--- config.mk ---
export PLATFORM = sky130hd
export DESIGN_NAME = sample_player
export DESIGN_NICKNAME = d
export VERILOG_FILES = /design/src/rtl/drum_pkg.sv /design/src/rtl/rise_detect.sv /design/src/rtl/sample_player.sv
export SDC_FILE = /design/constraint.sdc
export NUM_CORES = 1
export LEC_CHECK = 0
export CAP_MARGIN = 10
export CELL_PAD_IN_SITES_DETAIL_PLACEMENT = 0
export CELL_PAD_IN_SITES_GLOBAL_PLACEMENT = 1
export CORE_ASPECT_RATIO = 1.75
export CORE_MARGIN = 3
export CORE_UTILIZATION = 30
export DETAILED_ROUTE_END_ITERATION = 6
export GPL_TIMING_DRIVEN = 0
export PLACE_DENSITY_LB_ADDON = 0.15
export SYNTH_ARGS = -nofsm -noshare
export SYNTH_HDL_FRONTEND = slang
export SYNTH_SLANG_ARGS = --single-unit
--- constraint.sdc ---
create_clock -name CLOCK_50 -period 5.7 [get_ports CLOCK_50]
set_clock_uncertainty 0.05 [all_clocks]
set_input_delay 0.855 -clock CLOCK_50 [delete_from_list [all_inputs] [get_ports CLOCK_50]]
set_output_delay 0.855 -clock CLOCK_50 [all_outputs]
set_load 0.01 [all_outputs]
--- src/rtl/drum_pkg.sv ---
// Shared types for the drum sample player: sample width, signed sample
// type, player state encoding and the optional gain attenuator.
package drum_pkg;

   localparam int SAMPLE_W = 24;

   typedef logic signed [SAMPLE_W-1:0] sample_t;

   typedef enum logic [1:0] {
      IDLE,
      PRIME,
      PLAY
   } player_state_t;

   function automatic sample_t attenuate(sample_t d, logic [1:0] g);
      return d >>> g;
   endfunction

endpackage

--- src/rtl/rise_detect.sv ---
// Single-bit rising-edge detector: one-cycle pulse on a 0->1 transition.
module rise_detect (
   input  logic CLOCK_50,
   input  logic reset,
   input  logic d,
   output logic rise
);

   logic d_q;

   always_ff @(posedge CLOCK_50 or negedge reset) begin
      if (!reset) d_q <= 1'b0;
      else        d_q <= d;
   end

   assign rise = d & ~d_q;

endmodule

--- src/rtl/sample_player.sv ---
// One-shot drum sample player streaming an external ROM to the codec.
// Optional output attenuation is enabled with SAMPLE_PLAYER_GAIN_EN.
module sample_player
   import drum_pkg::*;
#(
   parameter int SAMPLE_LEN = 12000,
   parameter int ADDR_W     = 14
) (
   input  logic              CLOCK_50,
   input  logic              reset,
   input  logic              trigger,
   input  logic              sample_req,
`ifdef SAMPLE_PLAYER_GAIN_EN
   input  logic [1:0]        gain,
`endif
   output logic [ADDR_W-1:0] rom_addr,
   input  logic [23:0]       rom_data,
   output logic [23:0]       wav,
   output logic              wav_strobe,
   output logic              busy
);

   localparam logic [ADDR_W-1:0] LAST  = ADDR_W'(SAMPLE_LEN - 1);
   localparam logic [ADDR_W-1:0] FIRST = (SAMPLE_LEN > 1) ? ADDR_W'(1) : '0;

   player_state_t     state, state_d;
   logic [ADDR_W-1:0] idx, idx_d;
   logic [ADDR_W-1:0] addr_d;
   sample_t           wav_q, wav_d;
   logic              strobe_d;
   logic              req_rise;
   sample_t           level;

   rise_detect u_rise (
      .CLOCK_50 (CLOCK_50),
      .reset    (reset),
      .d        (sample_req),
      .rise     (req_rise)
   );

`ifdef SAMPLE_PLAYER_GAIN_EN
   assign level = attenuate(sample_t'(rom_data), gain);
`else
   assign level = sample_t'(rom_data);
`endif

   always_ff @(posedge CLOCK_50 or negedge reset) begin
      if (!reset) begin
         state      <= IDLE;
         idx        <= '0;
         rom_addr   <= '0;
         wav_q      <= '0;
         wav_strobe <= 1'b0;
      end else begin
         state      <= state_d;
         idx        <= idx_d;
         rom_addr   <= addr_d;
         wav_q      <= wav_d;
         wav_strobe <= strobe_d;
      end
   end

   // Trigger outranks everything, including a same-cycle request edge.
   always_comb begin
      state_d  = state;
      idx_d    = idx;
      addr_d   = rom_addr;
      wav_d    = wav_q;
      strobe_d = 1'b0;
      priority case (1'b1)
         trigger: begin
            state_d = PRIME;
            addr_d  = '0;
         end
         state == PRIME: begin
            wav_d    = level;
            strobe_d = 1'b1;
            idx_d    = '0;
            addr_d   = FIRST;
            state_d  = PLAY;
         end
         state == PLAY && req_rise: begin
            strobe_d = 1'b1;
            if (idx == LAST) begin
               wav_d   = '0;
               addr_d  = '0;
               state_d = IDLE;
            end else begin
               wav_d  = level;
               idx_d  = idx + 1'b1;
               addr_d = (rom_addr == LAST) ? LAST : rom_addr + 1'b1;
            end
         end
         default: ;
      endcase
   end

   assign wav  = wav_q;
   assign busy = (state != IDLE);

endmodule

==> Yosys cells after proc, flatten, opt, wreduce, memory -nomap -nowiden <==
Index checks and enable logic that the tools add are counted.
{ "totals": {"register_bits": 56, "inputBits": 28, "word_cells": 42} }
{ "op_classes": {"n_addsub": 2, "n_eq_ne": 5, "mux": 18, "bitwise_logic": 3, "reduce_logical": 8} }
{ "ops": {"columns": ["cell", "n"], "rows": [
  ["2-to-1 mux 14 bit", 8],
  ["2-to-1 mux 24 bit", 3],
  ["adder 14 x 1 -> 14 bit, second input constant", 2],
  ["equality test 14 bit, second input constant", 2],
  ["2-to-1 mux 2 bit", 4],
  ["nonzero test 3 bit", 2],
  ["AND reduction 2 bit", 2],
  ["nonzero test 2 bit", 2],
  ["2-to-1 mux 1 bit", 3],
  ["AND reduction 3 bit", 1],
  ["equality test 2 x 1 -> 1 bit, second input constant", 1],
  ["equality test 2 bit, second input constant", 1],
  ["inequality test 2 bit, second input constant", 1],
  ["inverter 1 bit", 2],
  ["AND 1 bit", 1],
  ["logical AND 1 bit", 1]
]} }

==> Logic depth before layout (Yosys ltp) <==
Gate-level depths: netlist of the first run.
{ "depth": {"word_depth": 6, "mapped_depth": 7, "depth_no_buf": 5} }

==> Cells and area by module <==
Synthesis of the first run repeated with hierarchy kept, for this count alone.
{ "hier_totals": {"hier_cells": 252, "area_unflattened_um2": 2738.9} }
{ "by_module_without_submodules": {"columns": ["mod", "instances", "cells_per_inst", "area_each_um2", "seq_area_each_um2"], "rows": [
  ["sample_player", 1, 250, 2700.1, 1376.3],
  ["rise_detect", 1, 2, 38.8, 25.0]
]} }

==> Least setup slack after synthesis of the first run <==
No wires, ideal clock.
{ "synth_path": {"path_kind": "in2reg", "start": "input sample_req", "end": "register idx[0]", "setup_time_ps": 139, "arrival_time_ps": 2022, "t_required_ps": 5511, "setup_slack_ps": 3488, "stages": 5, "n_path_buf": 1, "cell_sequence": "and4bb_2 nand2_1 o21ai_1 clkbuf_1 mux2i_1"} }
{ "synth_between": {"elab_chain_len": 4} }
{ "synth_lines": {"columns": ["element", "line", "rtl"], "rows": [
  ["from (decl)", "sample_player.sv:12", "input logic sample_req,"],
  ["AND 1 bit", "rise_detect.sv:16", "assign rise = d & ~d_q;"],
  ["logical AND 1 bit", "sample_player.sv:82", "state == PLAY && req_rise: begin"],
  ["nonzero test 2 bit (no source line)", null, null],
  ["AND reduction 3 bit (no source line)", null, null],
  ["to (signal assigned)", "sample_player.sv:56", "idx <= idx_d;"],
  ["to (decl)", "sample_player.sv:27", "logic [ADDR_W-1:0] idx, idx_d;"]
]} }
Every way passes these cells.
A chain may end at the register's enable or synchronous reset.

==> Final worst setup path of the first run <==
{ "layout_path": {"start": "input trigger", "end": "register wav_q[9], in the netlist wav[9]"} }
{ "layout_between": {"elab_chain_len": 2} }
{ "layout_lines": {"columns": ["element", "line", "rtl"], "rows": [
  ["from (decl)", "sample_player.sv:11", "input logic trigger,"],
  ["inverter 1 bit (no source line)", null, null],
  ["AND reduction 2 bit (no source line)", null, null],
  ["to (signal assigned)", "sample_player.sv:58", "wav_q <= wav_d;"],
  ["to (decl)", "sample_player.sv:29", "sample_t wav_q, wav_d;"]
]} }
Every way passes these cells.

==> impl_metrics.tcl, run 1 <==
set metrics [dict create \
    start_kind "input port" \
    rsz0062_at_grt "false" \
    syn_to_final_growth_pct 37.20 \
    cp-end-kind "flop" \
    p_seq_frac 0.455 \
    finalPower_mw 1.065 \
    sw_frac_of_total 0.2647 \
    slew_headroom 0.4882 \
    post_cts_resized 0 \
    p_int_uw 782.8 \
    clk_pin_slew_ns 0.07 \
    insertion_delay_ns 0.30 \
    ys.flop_type "dfrtp_1" \
    post-route-period-util 0.5251 \
    wl_um 6929 \
    io_pins 68 \
    synth_most_common_cell "dfrtp_1" \
    clock_sinks 56 \
    combPwrFrac 0.243 \
    antenna_found_initial 0 \
    synth-seq-cells 56 \
    via_per_inst 5.210 \
    synthTopCellsByArea "dfrtp_1 53%, a22o_1 10%, nand2_1 3.3%" \
    synthAdderAreaFrac 0.009479 \
    clockBufferDepth 2 \
    finalSetupViolations 0 \
    dp_hpwl_um 4928 \
    hold_viol_final 0 \
    fmax_mhz 334.1 \
    yosys.area_share.simple 0.1882 \
    floorplan.initialDensity 0.3134 \
    synth.top_cells.by_count "56 x dfrtp_1, 31 x a22o_1, 23 x nand2_1" \
    slew_viol_final 0 \
    core_um2 8423 \
    setup-tns-final_ns 0 \
    syn_area_um2 2640 \
    wl_per_cell_um 15.97 \
    synth_edf_count 0 \
    vias 2261 \
    clockPowerShare 0.302 \
    register_area_um2 1401 \
    post_cts_buffers 0 \
    synth_cell_types 47 \
    nNetsFinal 348 \
    drive_gt1_frac 0.06897 \
    htreeDepth 2 \
    yosysTopAreaCell "dfrtp_1" \
    drcViolationCount 0 \
    cp_max_fo 10 \
    hold_class "flop to flop" \
    diodes 0 \
    critical_path_class "input port to flop" \
    portBuffers 67 \
    drtPass1Iterations 4 \
    synth_compound_area_frac 0.2308 \
    gr-usage-all-layers 0.1467 \
    rows 44 \
    powerDensity_nw_per_um2 293.9 \
    p_leak_nw 1.488 \
    syn_nets 273 \
    post-route-min-period_ns 2.993 \
    synth.area.mux_share 0.01137 \
    fillCellCount 813 \
    p_switching_uw 281.9 \
    ys_seq_area_frac 0.5308 \
    crit_required_ns 5.88 \
    critical_path_arrival_ns 3.18 \
    synth-xor-area-share 0.003318 \
    async_flop_share 1.000 \
    yosysWarnings 0 \
    maxCapViolations 0 \
    grt_pass1_vias 2328 \
    gp_congestion 0.7563 \
    overflow 0 \
    synthCells 243 \
    synth_top_family_by_area "compound AO/OA/AOI/OAI gates" \
    multi_input_area_um2 1170 \
    cts_buffers 5 \
    die-area_um2 10010 \
    die_y_um 130.1 \
    drtAntennaViolNets 0 \
    vdd_ir_drop_max_v 0.0002279 \
    status "completed" \
    die_w_um 76.91 \
    cts_root_buf "clkbuf_16" \
    tightestPinTransition_ns 0.7618 \
    cts_tree "built" \
    synth_area_per_cell_um2 10.86 \
    synth_top_area_frac 0.5308 \
    cts_hold_buf 0 \
    grt_pass1_wl_um 11690 \
    drtIter0Drc 131 \
    grt_max_degree 38 \
]
per-layer routing:
metal | vias to the layer above | wire (um) | global-route usage | part of all wire
li1 | 1092 | - | - | -
met1 | 1106 | 3024 | 0.1746 | 0.44
met2 | 59 | 3408 | 0.2544 | 0.49
met3 | 4 | 424 | 0.04627 | 0.061
met4 | 0 | 72 | 0.04162 | 0.010
met5 | - | 0 | 0 | 0
power by group through the flow:
stage,Combinational [mW],Sequential (mW),Clock [mW]
global placement,0.260,0.492,0
detailed placement,0.263,0.489,0
finish,0.258,0.484,0.322
global route,0.281,0.492,0.349
floorplan,0.0803,0.514,0
CTS,0.264,0.485,0.334
cell families (layout without fill, tap and decap cells):
group / Yosys count / after routing
simple gates: 84 / 84
compound gates: 81 / 81
flops: 56 / 56
buf+inv: 16 / 92
mux: 3 / 3
fa+ha+maj: 2 / 2
xor+xnor: 1 / 1
path summary, 6_finish.rpt:
path,from,cells after the start,endpoint,slack [ns]
max,trigger,7,wav[9],2.71
min,idx[0],1,idx[0],0.45
max reg2reg,idx[5],5,wav[9],3.14
min reg2reg,idx[0],1,idx[0],0.45
max in group asynchronous,reset,2,wav_strobe,4.56
min in group asynchronous,reset,1,rom_addr[3],0.47
placed cells by master (no fill, tap or decap), types with 2 or more instances in the layout:
cell / count
or2_2: 3
nand3_1: 11
a31o_1: 3
o21ai_1: 2
o31ai_1: 6
clkdlybuf4s50_1: 66
and2_1: 4
clkbuf_1: 9
nand2b_1: 4
and3_1: 3
clkbuf_16: 5
o311ai_0: 2
dfrtp_1: 56
buf_2: 2
or4_1: 5
and4_1: 2
nor4_1: 2
nand2_1: 23
a31oi_1: 2
nand4_1: 6
a21oi_1: 8
a311oi_1: 2
o211ai_1: 2
o21ai_0: 13
a22o_1: 31
inv_1: 5
or3_1: 5
ha_1: 2
a31o_2: 3
a21o_1: 2
mux2i_1: 3
nor2_1: 6
cell type report:
cell class,instances,area share
Inverter,5,0.005181
Timing Repair Buffer,68,0.1893
Tap cell,115,0.03972
Sequential cell,56,0.3869
Multi-Input combinational cell,171,0.3230
Clock buffer,6,0.03834
Clock inverter,2,0.003800
Buffer,11,0.01382
metrics by stage:
stage                     cells  area, um2  hold WS [ns]    util  worst slack, ns
after floorplan             243       2640        0.4206       -            3.488
after global placement      425       3455        0.4366  0.4101            1.813
after detailed placement    426       3470        0.4398  0.4119            2.329
after CTS                   434       3622        0.4535  0.4300            2.647
after global routing        434       3622        0.4758  0.4300            2.556
final                       434       3622        0.4492  0.4300            2.707
state kept, by name, indices dropped and copies added, names as in the netlist:
| register | count |
|---|---|
| idx | 14 |
| wav_strobe | 1 |
| wav | 24 |
| rom_addr | 14 |
| state | 2 |
| u_rise.d_q | 1 |
worst max-delay path, stage by stage:
cell,delay (ns)
clkdlybuf4s50_1,0.62
inv_1,0.16
and2_1,0.16
clkbuf_1,0.26
nor2_1,0.49
clkbuf_1,0.41
a22o_1,0.22
(Power assumes the default switching activity.)
==> run 2: changes to the inputs <==
==> constraint.sdc (replaced) <==
create_clock -name CLOCK_50 -period 2.65 [get_ports CLOCK_50]
set_clock_uncertainty 0.05 [all_clocks]
set_input_delay 0.3975 -clock CLOCK_50 [delete_from_list [all_inputs] [get_ports CLOCK_50]]
set_output_delay 0.3975 -clock CLOCK_50 [all_outputs]
set_load 0.01 [all_outputs]
==> run 2 against run 1 <==
Effect of this change:
- setup slack worse by 2.5 ns
- largest power group unchanged
- largest cell class unchanged
- critical endpoint is now idx[0]
- highest routed layer unchanged
- via count is 0.49% higher
- power is 120% higher
==> impl_metrics.tcl, run 2 (synthesis gave the netlist of run 1 again) <==
set metrics [dict create \
    die_y_um 130.1 \
    drtIter0Drc 135 \
    die-area_um2 10010 \
    slew_headroom 0.4904 \
    r2r_slack_ns 0.21 \
    fmax_mhz 410.3 \
    dp_hpwl_um 4928 \
    start_kind "input port" \
    placed_cells 426 \
    clock_sinks 56 \
    portBuffers 67 \
    insertion_delay_ns 0.30 \
    post-route-period-util 0.9198 \
    drtAntennaViolNets 0 \
    cp_max_fo 10 \
    critical_path_arrival_ns 2.54 \
    vias 2272 \
    wl_met1_um 3036 \
    largest_reg_flops 24 \
    hold_class "input port to asynchronous set/reset pin" \
    rsz0062_at_grt "false" \
    drcViolationCount 0 \
    vdd_ir_drop_max_v 0.0004915 \
    p_leak_nw 1.510 \
    cts_buffers 5 \
    overflow 0 \
    hold_viol_final 0 \
    fillCellCount 810 \
    via_per_inst 5.187 \
    clockBufferDepth 2 \
    io_pins 68 \
    clk_pin_slew_ns 0.07 \
    preCtsSetupSlack_ns -0.2638 \
    setup_ws_ns 0.2126 \
    wl_met2_um 3431 \
    gr-usage-all-layers 0.1467 \
    drive_gt1_frac 0.08359 \
    wl_um 6941 \
    hold_slack_ns 0.007986 \
    powerDensity_nw_per_um2 627.0 \
    post-route-min-period_ns 2.437 \
    highest_layer "met4" \
    wl_met3_um 395 \
    grt_max_degree 38 \
    grt_pass1_vias 2328 \
    finalNonFillerCells 438 \
    mostFrequentLayoutCell "clkdlybuf4s50_1" \
    drtPass1Iterations 6 \
    rows 44 \
    cts_tree "built" \
    syn_to_final_growth_pct 38.44 \
    cts_hold_buf 0 \
    wl_per_cell_um 15.85 \
    core_um2 8423 \
    htreeDepth 2 \
    status "completed" \
    critical_path_class "input port to flop" \
    die_w_um 76.91 \
    floorplan.initialDensity 0.3134 \
    slew_viol_final 0 \
    finalSetupViolations 0 \
    diodes 0 \
    grt_pass1_wl_um 11690 \
    layout_common_cells "66 x clkdlybuf4s50_1, 56 x dfrtp_1, 31 x a22o_1" \
    tightestPinTransition_ns 0.7586 \
    maxCapViolations 0 \
    cp-end-kind "flop" \
    gp_congestion 0.7563 \
    crit_required_ns 2.76 \
    antenna_found_initial 0 \
    cts_root_buf "clkbuf_16" \
    nNetsFinal 352 \
]
-- run 2: cell types whose count changed in the layout (fill, tap and decap cells not counted), sizes merged --
cell / before / now
buf: 4 / 8
-- run 2: area by class of cell --
| type | instances | area (um2) | area share |
|---|---|---|---|
| plain buffers | 11 | 50.05 | 0.01369 |
| flip-flops and latches | 56 | 1401 | 0.3834 |
| repair buffers | 72 | 715.7 | 0.1958 |
| inverters | 5 | 18.77 | 0.005135 |
| clock buffers | 6 | 138.9 | 0.03800 |
| multi-input cells | 171 | 1172 | 0.3208 |
| well taps | 115 | 143.9 | 0.03937 |
| clock inverters | 2 | 13.76 | 0.003766 |
-- run 2: timing repair --
action / CTS / global route
hold endpoints to repair: 0 / 0
resized for setup: 0 / 1
setup endpoints to repair: 0 / 20
setup buffers: 0 / 4
-- run 2: worst paths after layout --
kind / start / endpoint / cells after the start
max: sample_req / idx[0] / 6
min: reset / rom_addr[3] / 1
max reg2reg: idx[5] / wav[9] / 5
min reg2reg: idx[0] / idx[0] / 1
max in group asynchronous: reset / wav_strobe / 2
min in group CLOCK_50: idx[0] / idx[0] / 1
-- run 2: critical path: stages --
cell and delay, ns:
clkdlybuf4s50_1 0.50, and4bb_2 0.31, nand2_1 0.27, o21ai_1 0.52
clkbuf_1 0.42, mux2i_1 0.13
-- run 2: routing by layer --
metal / vias up / track usage
li1: 1097 / -
met1: 1113 / 0.1746
met2: 58 / 0.2544
met3: 4 / 0.04627
met4: 0 / 0.04162
met5: - / 0
-- run 2: metrics by stage --
stage | TNS (ns) | utilization | cell area, um2 | total power, mW
2_1_floorplan | 0 | - | 2640 | 1.277
3_3_place_gp | -46.74 | 0.4101 | 3455 | 1.618
3_5_place_dp | -4.579 | 0.4119 | 3470 | 1.619
4_1_cts | 0 | 0.4300 | 3622 | 2.329
5_1_grt | 0 | 0.4339 | 3655 | 2.415
6_report | 0 | 0.4339 | 3655 | 2.291
-- run 2: where the power goes --
part / total [mW] / internal (mW) / switching (mW)
logic: 0.556 / 0.334 / 0.223
registers: 1.04 / 0.972 / 0.0705
clock network: 0.693 / 0.379 / 0.314
total: 2.29 / 1.68 / 0.607
